[src/rtl/frame_serializer.sv]
// Frame serializer: wraps PAYLOAD_BYTES of byte-stream data in a fixed 6-bit header
// and shifts it MSB first onto an idle-high serial line, followed by an idle gap.
module frame_serializer #(
  parameter int unsigned PAYLOAD_BYTES = 128,
  parameter int unsigned GAP_BITS      = 16
) (
  input  logic       clk,
  input  logic       rst_n,
  input  logic [7:0] in_data,
  input  logic       in_valid,
  output logic       in_ready,
  output logic       ser_out,
  output logic       busy,
  output logic       frame_done,
  output logic       underrun,
  output logic [1:0] dbg_state
);

  localparam int unsigned NBITS = PAYLOAD_BYTES * 8;
  localparam int unsigned CW    = $clog2(NBITS);
  localparam int unsigned GW    = (GAP_BITS > 1) ? $clog2(GAP_BITS) : 1;

  localparam logic [CW-1:0] LAST_BIT  = CW'(NBITS - 1);
  localparam logic [CW-1:0] PRE_LAST  = CW'(NBITS - 2);
  localparam logic [CW-1:0] LAST_BYTE = CW'(NBITS - 8);
  localparam logic [CW-1:0] HDR_LAST  = CW'(5);
  localparam logic [GW-1:0] GAP_LAST  = GW'(GAP_BITS - 1);

  typedef enum logic [1:0] {IDLE = 2'd0, HDR = 2'd1, PAY = 2'd2, GAP = 2'd3} state_t;

  state_t        state_q;
  logic [CW-1:0] cnt_q;
  logic [GW-1:0] gap_q;
  logic [7:0]    sh_q;
  logic          ser_out_q;
  logic          frame_done_q;
  logic          underrun_q;
  logic          load_slot;
  logic [7:0]    byte_d;

  // Handshake: a byte moves when in_valid && in_ready at a rising edge. in_ready
  // depends only on registered state so the source may look at it before driving.
  always_comb begin
    load_slot = 1'b0;
    case (state_q)
      HDR:     load_slot = (cnt_q == HDR_LAST);
      PAY:     load_slot = (cnt_q[2:0] == 3'd7) && (cnt_q < LAST_BYTE);
      default: load_slot = 1'b0;
    endcase
  end

  // A slot offered without data is filled with all-ones to keep the frame length fixed.
  assign byte_d = in_valid ? in_data : 8'hFF;

  always_ff @(posedge clk or negedge rst_n) begin
    if (!rst_n) begin
      state_q      <= IDLE;
      cnt_q        <= '0;
      gap_q        <= '0;
      sh_q         <= 8'hFF;
      ser_out_q    <= 1'b1;
      frame_done_q <= 1'b0;
      underrun_q   <= 1'b0;
    end else begin
      frame_done_q <= 1'b0;
      case (state_q)
        IDLE: begin
          ser_out_q <= 1'b1;
          if (in_valid) begin
            state_q    <= HDR;
            ser_out_q  <= 1'b0;
            cnt_q      <= '0;
            underrun_q <= 1'b0;
          end
        end
        HDR: begin
          if (load_slot) begin
            state_q   <= PAY;
            cnt_q     <= '0;
            sh_q      <= byte_d;
            ser_out_q <= byte_d[7];
            if (!in_valid) underrun_q <= 1'b1;
          end else begin
            // Header 0,1,1,1,1,0: the only 0 after the first bit is bit index 5.
            cnt_q     <= cnt_q + CW'(1);
            ser_out_q <= (cnt_q[2:0] != 3'd4);
          end
        end
        PAY: begin
          if (cnt_q == LAST_BIT) begin
            state_q   <= GAP;
            gap_q     <= '0;
            ser_out_q <= 1'b1;
          end else begin
            cnt_q        <= cnt_q + CW'(1);
            frame_done_q <= (cnt_q == PRE_LAST);
            if (load_slot) begin
              sh_q      <= byte_d;
              ser_out_q <= byte_d[7];
              if (!in_valid) underrun_q <= 1'b1;
            end else begin
              sh_q      <= {sh_q[6:0], 1'b1};
              ser_out_q <= sh_q[6];
            end
          end
        end
        GAP: begin
          ser_out_q <= 1'b1;
          if (gap_q == GAP_LAST) state_q <= IDLE;
          else                   gap_q   <= gap_q + GW'(1);
        end
        default: state_q <= IDLE;
      endcase
    end
  end

  assign in_ready   = load_slot;
  assign ser_out    = ser_out_q;
  assign busy       = (state_q != IDLE);
  assign frame_done = frame_done_q;
  assign underrun   = underrun_q;
  assign dbg_state  = state_q;

endmodule
[config.mk]
export PLATFORM = sky130hd
export DESIGN_NAME = frame_serializer
export DESIGN_NICKNAME = d
export VERILOG_FILES = /design/src/rtl/frame_serializer.sv
export SDC_FILE = /design/constraint.sdc
export NUM_CORES = 1
export LEC_CHECK = 0
export CAP_MARGIN = 15
export CORE_MARGIN = 1.5
export CORE_UTILIZATION = 60
export DETAILED_ROUTE_END_ITERATION = 8
export DONT_BUFFER_PORTS = 1
export GPL_TIMING_DRIVEN = 1
export HOLD_SLACK_MARGIN = 0.06
export MAX_ROUTING_LAYER = met4
export PLACE_DENSITY_LB_ADDON = 0.3
export SKIP_LAST_GASP = 1
export SYNTH_ARGS = -nofsm -noshare
export SYNTH_HDL_FRONTEND = slang
export SYNTH_SLANG_ARGS = --single-unit
[constraint.sdc]
create_clock -name clk -period 4.7 [get_ports clk]
set_input_delay 1.175 -clock clk [delete_from_list [all_inputs] [get_ports clk]]
set_output_delay 1.175 -clock clk [all_outputs]
set_load 0.05 [all_outputs]
==> results of run 1 <==
-- synth_stat cells, types with 3 or more instances --
cell | n | area share [%]
ha_1 | 11 | 8.2
nor2b_1 | 4 | 1.5
nor3_1 | 5 | 1.5
a21oi_1 | 8 | 2.4
nand2b_1 | 3 | 1.1
nand2_1 | 13 | 2.9
and3_1 | 3 | 1.1
mux2i_1 | 3 | 1.8
nand3_1 | 11 | 3.3
inv_1 | 15 | 3.4
o221ai_1 | 6 | 3.1
o21ai_0 | 14 | 4.2
nor2_1 | 12 | 2.7
dfrtp_1 | 18 | 27
o31ai_1 | 6 | 2.7
dfstp_2 | 8 | 13
-- registers in the layout, summed over array words and instances (netlist names) --
| name | cells |
|---|---|
| cnt_q | 10 |
| dbg_state | 2 |
| frame_done | 1 |
| gap_q | 4 |
| ser_out | 1 |
| sh_q | 7 |
| underrun | 1 |
-- power by group --
part           total (mW)  switching, mW  internal, mW
clock network       0.112         0.0645        0.0474
logic             0.00612        0.00324       0.00289
registers           0.231        0.00325         0.228
-- kinds of logic (layout without fill, tap and decap cells) --
group	Yosys count	count (layout)	synth area share, %
compound gates	54	54	24.81
fa+ha+maj	11	11	8.246
buf+inv	23	20	6.671
flops	26	26	39.58
mux	4	4	2.474
simple gates	60	60	18.22
-- metrics by stage --
step | instance area (um^2) | util, % | cells
final | 1695 | 66.62 | 205
after global routing | 1695 | 66.62 | 205
after CTS | 1695 | 66.62 | 205
after detailed placement | 1659 | 65.19 | 201
after global placement | 1659 | 65.19 | 201
after floorplan | 1669 | - | 178
-- layout make-up --
class	count	area (um^2)	share of cell area (%)
Tap cell	30	37.54	2.214
Timing Repair Buffer	1	7.507	0.4428
Sequential cell	26	660.6	38.97
Multi-Input combinational cell	129	897.1	52.91
Inverter	15	56.30	3.321
Clock buffer	4	36.28	2.140
-- worst max path at each step --
stage | startpoint | slack, ps | depth (start not counted) | to
after global placement | dbg_state[0]$_DFFE_PN0P_ | 1330 | 7 | in_ready
final | dbg_state[0]$_DFFE_PN0P_ | 890 | 7 | in_ready
after CTS | dbg_state[0]$_DFFE_PN0P_ | 870 | 7 | in_ready
after detailed placement | dbg_state[0]$_DFFE_PN0P_ | 1230 | 7 | in_ready
after floorplan | dbg_state[0]$_DFFE_PN0P_ | 1350 | 8 | in_ready
after global routing | dbg_state[0]$_DFFE_PN0P_ | 690 | 7 | in_ready
-- critical path, stage by stage, from the launching register on --
cell and delay [ps]:
dfrtp_1 620, inv_1 210, ha_1 510, nand3_1 130, a31oi_1 200, a41oi_2 50, buf_4 240, inv_1 340
-- metal layers --
layer | global-route usage (%) | wire (um)
met1 | 31.00 | 1504
met3 | 5.581 | 217
met5 | - | 0
met4 | 10.10 | 36
met2 | 36.56 | 1546
==> flow_metrics.py, run 1 <==
metrics = {
    "floorplanning": {
        "die_area_mm2": 0.003108,
        "die-width_um": 55.75,
        "die_y_um": 55.75,
        "rows": 18,
        "core_mm2": 0.002545,
        "design.portCount": 18,
        "start_util_pct": 65.59,
    },
    "drt": {
        "routed_via_density": 6.502,
        "wl_per_cell_um": 16.12,
        "route.detailed.drc": 0,
        "drt-pass1-iter-count": 4,
        "vias": 1333,
        "antenna_left": 0,
        "wl_um": 3305,
        "drtIter0Drc": 57,
    },
    "finish": {
        "fin_nets": 198,
        "final_common_cell": "dfrtp_1",
        "fillers": 206,
        "final_cell_mix": "dfrtp_1 (18), inv_1 (15), o21ai_0 (14)",
        "drive_gt1_share_pct": 12.57,
        "area_growth_pct": 1.574,
        "antenna_cells": 0,
    },
    "synthesis": {
        "synth_edf_count": 0,
        "synth-seq-cells": 26,
        "synth_cell_type_count": 45,
        "postSynthCellCount": 178,
        "async_flop_share_pct": 100.0,
        "ys.warnings.count": 0,
        "synth_area_mm2": 0.001669,
        "syn_avg_cell_area_um2": 9.377,
        "syn-num-nets": 200,
        "synth_flop_cell": "dfrtp_1",
        "yosysSeqAreaShare_pct": 39.58,
    },
    "pwr": {
        "total_power_mw": 0.3492,
        "peakVddDrop_v": 0.0002188,
        "power_density_mw_per_mm2": 206.0,
        "p_leak_nw": 0.7928,
    },
    "critical_path": {
        "endpoint_kind": "output pin",
        "r2r-start": "dbg_state[0]$_DFFE_PN0P_",
        "crit_path_max_fanout": 21,
        "crit_required_ps": 3520,
        "r2r_cells": 8,
        "rrSetupSlack_ps": 1980,
        "critPathKind": "reg -> out",
        "worstSetupStartpointType": "flip-flop",
        "worstPathArrival_ps": 2640,
        "r2r-end": "dbg_state[1]$_DFFE_PN0P_",
    },
    "placement": {
        "gp_congestion": 0.8462,
        "pre_cts_ws_ps": 1231,
        "hpwlAfterDp_um": 2459,
        "io_buffers": 0,
    },
    "clock_network": {
        "hold_buffers": 0,
        "clkLatencyLatePin_ps": 320,
        "cts_tree": "done",
        "cts_resized": 0,
        "clockBufferDepth": 2,
        "htreeDepth": 1,
        "path_clk_slew_ps": 130,
        "cts_num_sinks": 26,
        "cts-buffers-inserted": 3,
        "cts_setup_buffers": 0,
        "cts-root-buf": "clkbuf_4",
    },
    "timing": {
        "rsz0062_at_grt": "no",
        "period_minus_slack_ps": 3813,
        "fin_ws_ps": 887.4,
        "setup_tns_ps": 0,
        "worstMarginPinSlew_ps": 564.8,
        "worst_hold_slack_ps": 515.5,
        "period_share_pct": 81.12,
        "max-slew-margin-rel_pct": 61.82,
        "skew_ps": 3.581,
        "setup_violations": 0,
        "hold_viol": 0,
        "final_max_slew_viol_count": 0,
        "timing.fmax_mhz": 262.3,
    },
    "global_route": {
        "grt_max_degree": 27,
        "grtUsageTotal_pct": 24.04,
        "grt_pass1_wl_um": 5865,
        "grt_pass1_vias": 1351,
        "gr-total-overflow": 0,
        "antenna_found_initial": 0,
    },
    "worst_hold_path": {
        "hp-class": "in -> async",
    },
    "run": {
        "max-cap-violations": 0,
    },
    "status": {
        "outcome": "finished clean",
    },
}
Power figures use the tool's default switching activity.
==> inputs of run 2 (changes only) <==
==> constraint.sdc (replaced) <==
create_clock -name clk -period 3.98 [get_ports clk]
set_input_delay 0.995 -clock clk [delete_from_list [all_inputs] [get_ports clk]]
set_output_delay 0.995 -clock clk [all_outputs]
set_load 0.05 [all_outputs]
==> flow_metrics.py, run 2 (same netlist as run 1, synthesis figures left out) <==
metrics = {
    "status": {
        "outcome": "finished clean",
    },
    "finish": {
        "fin_nets": 199,
        "multi_input_area_um2": 897.1,
        "fillers": 228,
        "area_growth_pct": 1.424,
        "antenna_cells": 0,
        "area.sequential_um2": 660.6,
        "final_common_cell": "dfrtp_1",
        "largest_reg_flops": 10,
        "final_util_pct": 66.52,
        "largest-register": "cnt_q",
        "final_cell_mix": "dfrtp_1 (18), inv_1 (15), o21ai_0 (14)",
        "top_regs": "cnt_q (10), sh_q (7), gap_q (4)",
        "drive_gt1_share_pct": 12.50,
    },
    "worst_hold_path": {
        "hp-class": "in -> async",
    },
    "placement": {
        "gp_congestion": 0.8741,
        "pre_cts_ws_ps": 969.6,
        "io_buffers": 0,
        "hpwlAfterDp_um": 2446,
    },
    "clock_network": {
        "cts_tree": "done",
        "cts_setup_buffers": 0,
        "cts-buffers-inserted": 3,
        "hold_buffers": 0,
        "path_clk_slew_ps": 140,
        "cts_resized": 0,
        "cts-root-buf": "clkbuf_4",
        "htreeDepth": 1,
        "clkLatencyLatePin_ps": 320,
        "cts_num_sinks": 26,
        "clockBufferDepth": 2,
    },
    "timing": {
        "final_max_slew_viol_count": 0,
        "setup_violations": 0,
        "period_minus_slack_ps": 3402,
        "timing.fmax_mhz": 294.0,
        "worst_hold_slack_ps": 344.3,
        "max-slew-margin-rel_pct": 60.54,
        "rsz0062_at_grt": "no",
        "skew_ps": 5.907,
        "hold_viol": 0,
        "period_share_pct": 85.47,
        "fin_ws_ps": 578.2,
        "setup_tns_ps": 0,
        "worstMarginPinSlew_ps": 591.8,
    },
    "critical_path": {
        "critPathKind": "reg -> out",
        "worstSetupStartpointType": "flip-flop",
        "worstPathArrival_ps": 2410,
        "crit_slowest_cell": "dfrtp_1",
        "cp_common_cell": "inv_1",
        "r2r_cells": 8,
        "cpPeakStageDelay_ps": 620,
        "rrSetupSlack_ps": 1180,
        "cp_cell_sequence": "inv_1 -> ha_1 -> nand3_1 -> a31oi_1 -> a41oi_2 -> inv_1 -> buf_4",
        "crit_path_max_fanout": 15,
        "crit_required_ps": 2980,
        "endpoint_kind": "output pin",
    },
    "global_route": {
        "grt_pass1_vias": 1259,
        "antenna_found_initial": 0,
        "gr-total-overflow": 0,
        "grt_pass1_wl_um": 5630,
        "grt_max_degree": 27,
        "grtUsageTotal_pct": 22.87,
    },
    "drt": {
        "routed_via_density": 6.408,
        "vias": 1320,
        "drt-pass1-iter-count": 4,
        "drtIter0Drc": 43,
        "route.detailed.drc": 0,
        "antenna_left": 0,
        "wl_per_cell_um": 16.13,
        "wl_um": 3322,
    },
    "pwr": {
        "p_leak_nw": 0.7922,
        "power_density_mw_per_mm2": 233.3,
        "peakVddDrop_v": 0.0001812,
        "total_power_mw": 0.3949,
    },
    "floorplanning": {
        "core_mm2": 0.002545,
        "rows": 18,
        "start_util_pct": 65.59,
        "design.portCount": 18,
        "die-width_um": 55.75,
        "die_area_mm2": 0.003108,
        "die_y_um": 55.75,
    },
    "run": {
        "max-cap-violations": 0,
    },
}
## run 2: changes by cell type in the layout (fill, tap and decap cells not counted), sizes merged
cell | previous run | this run
buf | 1 | 2
## run 2: routing by layer
layer	up-vias	part of all wire [%]	global-route usage, %
met1	638	49	32.13
li1	649	-	-
met3	4	4.9	3.256
met4	0	1.1	8.362
met2	29	45	33.84
met5	-	0	-
## run 2: worst max-delay path: cells and delay by family (launching register included)
family	cells	cell delay (ps)
AO/OA/AOI/OAI	2	280
AND/OR/NAND/NOR	1	140
buffers and inverters	3	500
flip-flops	1	620
adder cells (fa/ha/maj)	1	560
## run 2: worst paths after layout
path                                       endpoint                startpoint
max                                        in_ready  dbg_state[0]$_DFFE_PN0P_
min                            cnt_q[9]$_DFFE_PN0P_                     rst_n
max reg2reg                dbg_state[1]$_DFFE_PN0P_  dbg_state[0]$_DFFE_PN0P_
min reg2reg                    gap_q[0]$_DFFE_PN0P_      gap_q[0]$_DFFE_PN0P_
max in group asynchronous       sh_q[5]$_DFFE_PN1P_                     rst_n
min in group clk               gap_q[0]$_DFFE_PN0P_      gap_q[0]$_DFFE_PN0P_
## run 2: report_power, final
| group | switching [mW] | internal, mW | leakage (nW) |
|---|---|---|---|
| logic | 0.00401 | 0.00341 | 0.471 |
| clock network | 0.0753 | 0.0392 | 0.0150 |
| registers | 0.00375 | 0.269 | 0.306 |
| total | 0.0831 | 0.312 | 0.792 |
## run 2: final cells by class
| type | instances | share of cell area, % |
|---|---|---|
| flip-flops and latches | 26 | 39.02 |
| repair buffers | 2 | 0.8869 |
| clock buffers | 4 | 1.552 |
| well taps | 30 | 2.217 |
| multi-input cells | 129 | 52.99 |
| inverters | 15 | 3.326 |
## run 2: per-stage QoR
stage	instances	area [um^2]
after global routing	206	1693
after global placement	202	1667
after floorplan	178	1669
after detailed placement	202	1667
final	206	1693
after CTS	206	1693
==> inputs of run 3 (changes only) <==
--- a/config.mk
+++ b/config.mk
@@ -10,10 +10,10 @@
 export CORE_UTILIZATION = 60
 export DETAILED_ROUTE_END_ITERATION = 8
 export DONT_BUFFER_PORTS = 1
-export GPL_TIMING_DRIVEN = 1
 export HOLD_SLACK_MARGIN = 0.06
 export MAX_ROUTING_LAYER = met4
 export PLACE_DENSITY_LB_ADDON = 0.3
+export RECOVER_POWER = 50
 export SKIP_LAST_GASP = 1
 export SYNTH_ARGS = -nofsm -noshare
 export SYNTH_HDL_FRONTEND = slang
==> flow_metrics.py, run 3 (same netlist as run 1, synthesis figures left out) <==
metrics = {
    "finish": {
        "area_growth_pct": 1.424,
        "fillers": 228,
        "drive_gt1_share_pct": 11.93,
        "final_util_pct": 66.52,
        "fin_nets": 199,
        "largest-register": "cnt_q",
        "antenna_cells": 0,
        "final_common_cell": "dfrtp_1",
        "top_regs": "cnt_q (10), sh_q (7), gap_q (4)",
        "largest_reg_flops": 10,
        "final_cell_mix": "dfrtp_1 (18), inv_1 (15), o21ai_0 (14)",
    },
    "run": {
        "max-cap-violations": 0,
    },
    "timing": {
        "hold_viol": 0,
        "setup_tns_ps": 0,
        "period_minus_slack_ps": 3402,
        "timing.fmax_mhz": 294.0,
        "period_share_pct": 85.47,
        "rsz0062_at_grt": "no",
        "worstMarginPinSlew_ps": 591.8,
        "fin_ws_ps": 578.5,
        "final_max_slew_viol_count": 0,
        "skew_ps": 6.120,
        "max-slew-margin-rel_pct": 60.54,
        "setup_violations": 0,
    },
    "placement": {
        "hpwlAfterDp_um": 2446,
        "io_buffers": 0,
        "pre_cts_ws_ps": 969.6,
        "gp_congestion": 0.8741,
    },
    "critical_path": {
        "cpPeakStageDelay_ps": 620,
        "crit_start": "dbg_state[0]$_DFFE_PN0P_",
        "cp_cell_sequence": "inv_1 -> ha_1 -> nand3_1 -> a31oi_1 -> a41oi_2 -> inv_1 -> buf_4",
        "worstPathArrival_ps": 2410,
        "crit_required_ps": 2980,
        "crit_path_max_fanout": 15,
        "worstSetupStartpointType": "flip-flop",
        "endpoint_kind": "output pin",
        "critPathKind": "reg -> out",
        "crit_slowest_cell": "dfrtp_1",
        "r2r-end": "dbg_state[1]$_DFFE_PN0P_",
        "cp_common_cell": "inv_1",
        "r2r_cells": 8,
        "rrSetupSlack_ps": 1180,
        "r2r-start": "dbg_state[0]$_DFFE_PN0P_",
    },
    "global_route": {
        "gr-total-overflow": 0,
        "grtUsageTotal_pct": 22.87,
        "grt_pass1_vias": 1259,
        "grt_pass1_wl_um": 5630,
        "antenna_found_initial": 0,
        "grt_max_degree": 27,
    },
    "pwr": {
        "p_leak_nw": 0.7912,
        "power.share.clock_pct": 29.0,
        "switchingPower_mw": 0.08296,
        "power_density_mw_per_mm2": 233.1,
        "p_sw_share_pct": 21.03,
        "internal_power_mw": 0.3116,
        "pwr-share-comb_pct": 1.9,
        "peakVddDrop_v": 0.0001812,
        "seq_power_share_pct": 69.1,
    },
    "drt": {
        "drtIter0Drc": 43,
        "wl_um": 3321,
        "route.detailed.drc": 0,
        "antenna_left": 0,
        "drt-pass1-iter-count": 4,
        "routed_via_density": 6.408,
        "wl_per_cell_um": 16.12,
        "vias": 1320,
    },
    "status": {
        "outcome": "finished clean",
    },
    "floorplanning": {
        "design.portCount": 18,
        "start_util_pct": 65.59,
        "die-width_um": 55.75,
        "rows": 18,
        "die_area_mm2": 0.003108,
        "die_y_um": 55.75,
        "core_mm2": 0.002545,
    },
    "clock_network": {
        "cts-root-buf": "clkbuf_4",
        "htreeDepth": 1,
        "clockBufferDepth": 2,
        "cts_resized": 0,
        "cts_setup_buffers": 0,
        "path_clk_slew_ps": 140,
        "cts_tree": "done",
        "clkLatencyLatePin_ps": 320,
        "hold_buffers": 0,
        "cts-buffers-inserted": 3,
        "cts_num_sinks": 26,
    },
    "worst_hold_path": {
        "hp-class": "in -> async",
    },
}
==> run 3: cell counts in the layout (fill, tap and decap cells not counted) <==
Identical to the previous run, type by type.
==> run 3: metrics by stage <==
step                      hold slack, ps  area, um^2  cells  power, mW
final                              344.3        1693    206     0.3946
after global routing               317.5        1693    206     0.4112
after CTS                          334.2        1693    206     0.4006
after detailed placement           513.8        1667    202     0.2851
after global placement             496.6        1667    202     0.2848
after floorplan                    460.8        1669    178     0.2832
==> run 3: metal layers <==
metal  part of all wire (%)  vias up  routed length [um]  GRT usage [%]
li1                       -      649                   -              -
met1                     49      638                1624          32.13
met2                     45       29                1497          33.84
met3                    4.9        4                 162          3.256
met4                    1.1        0                  36          8.362
met5                      0        -                   0              -
==> run 3: worst max-delay path, delay by kind of cell (launching register included) <==
family	cells	cell delay, ps
simple gates	1	140
buf+inv	3	500
fa+ha+maj	1	560
compound gates	2	280
flops	1	620
==> run 3: area by class of cell <==
| type | instances | area, um^2 | share of cell area [%] |
|---|---|---|---|
| Inverter | 15 | 56.30 | 3.326 |
| Clock buffer | 4 | 26.28 | 1.552 |
| Sequential cell | 26 | 660.6 | 39.02 |
| Timing Repair Buffer | 2 | 15.01 | 0.8869 |
| Tap cell | 30 | 37.54 | 2.217 |
| Multi-Input combinational cell | 129 | 897.1 | 52.99 |
==> run 3: worst max-delay path by stage <==
stage                    end  depth (start not counted)
floorplan           in_ready                          8
global placement    in_ready                          7
detailed placement  in_ready                          7
CTS                 in_ready                          7
global route        in_ready                          7
finish              in_ready                          7
==> run 3: power groups by stage <==
stage	combinational [mW]	clock (mW)	sequential [mW]
floorplan	0.00618	0	0.277
global placement	0.00723	0	0.278
detailed placement	0.00748	0	0.278
CTS	0.00752	0.120	0.273
global route	0.00884	0.129	0.273
finish	0.00742	0.114	0.273
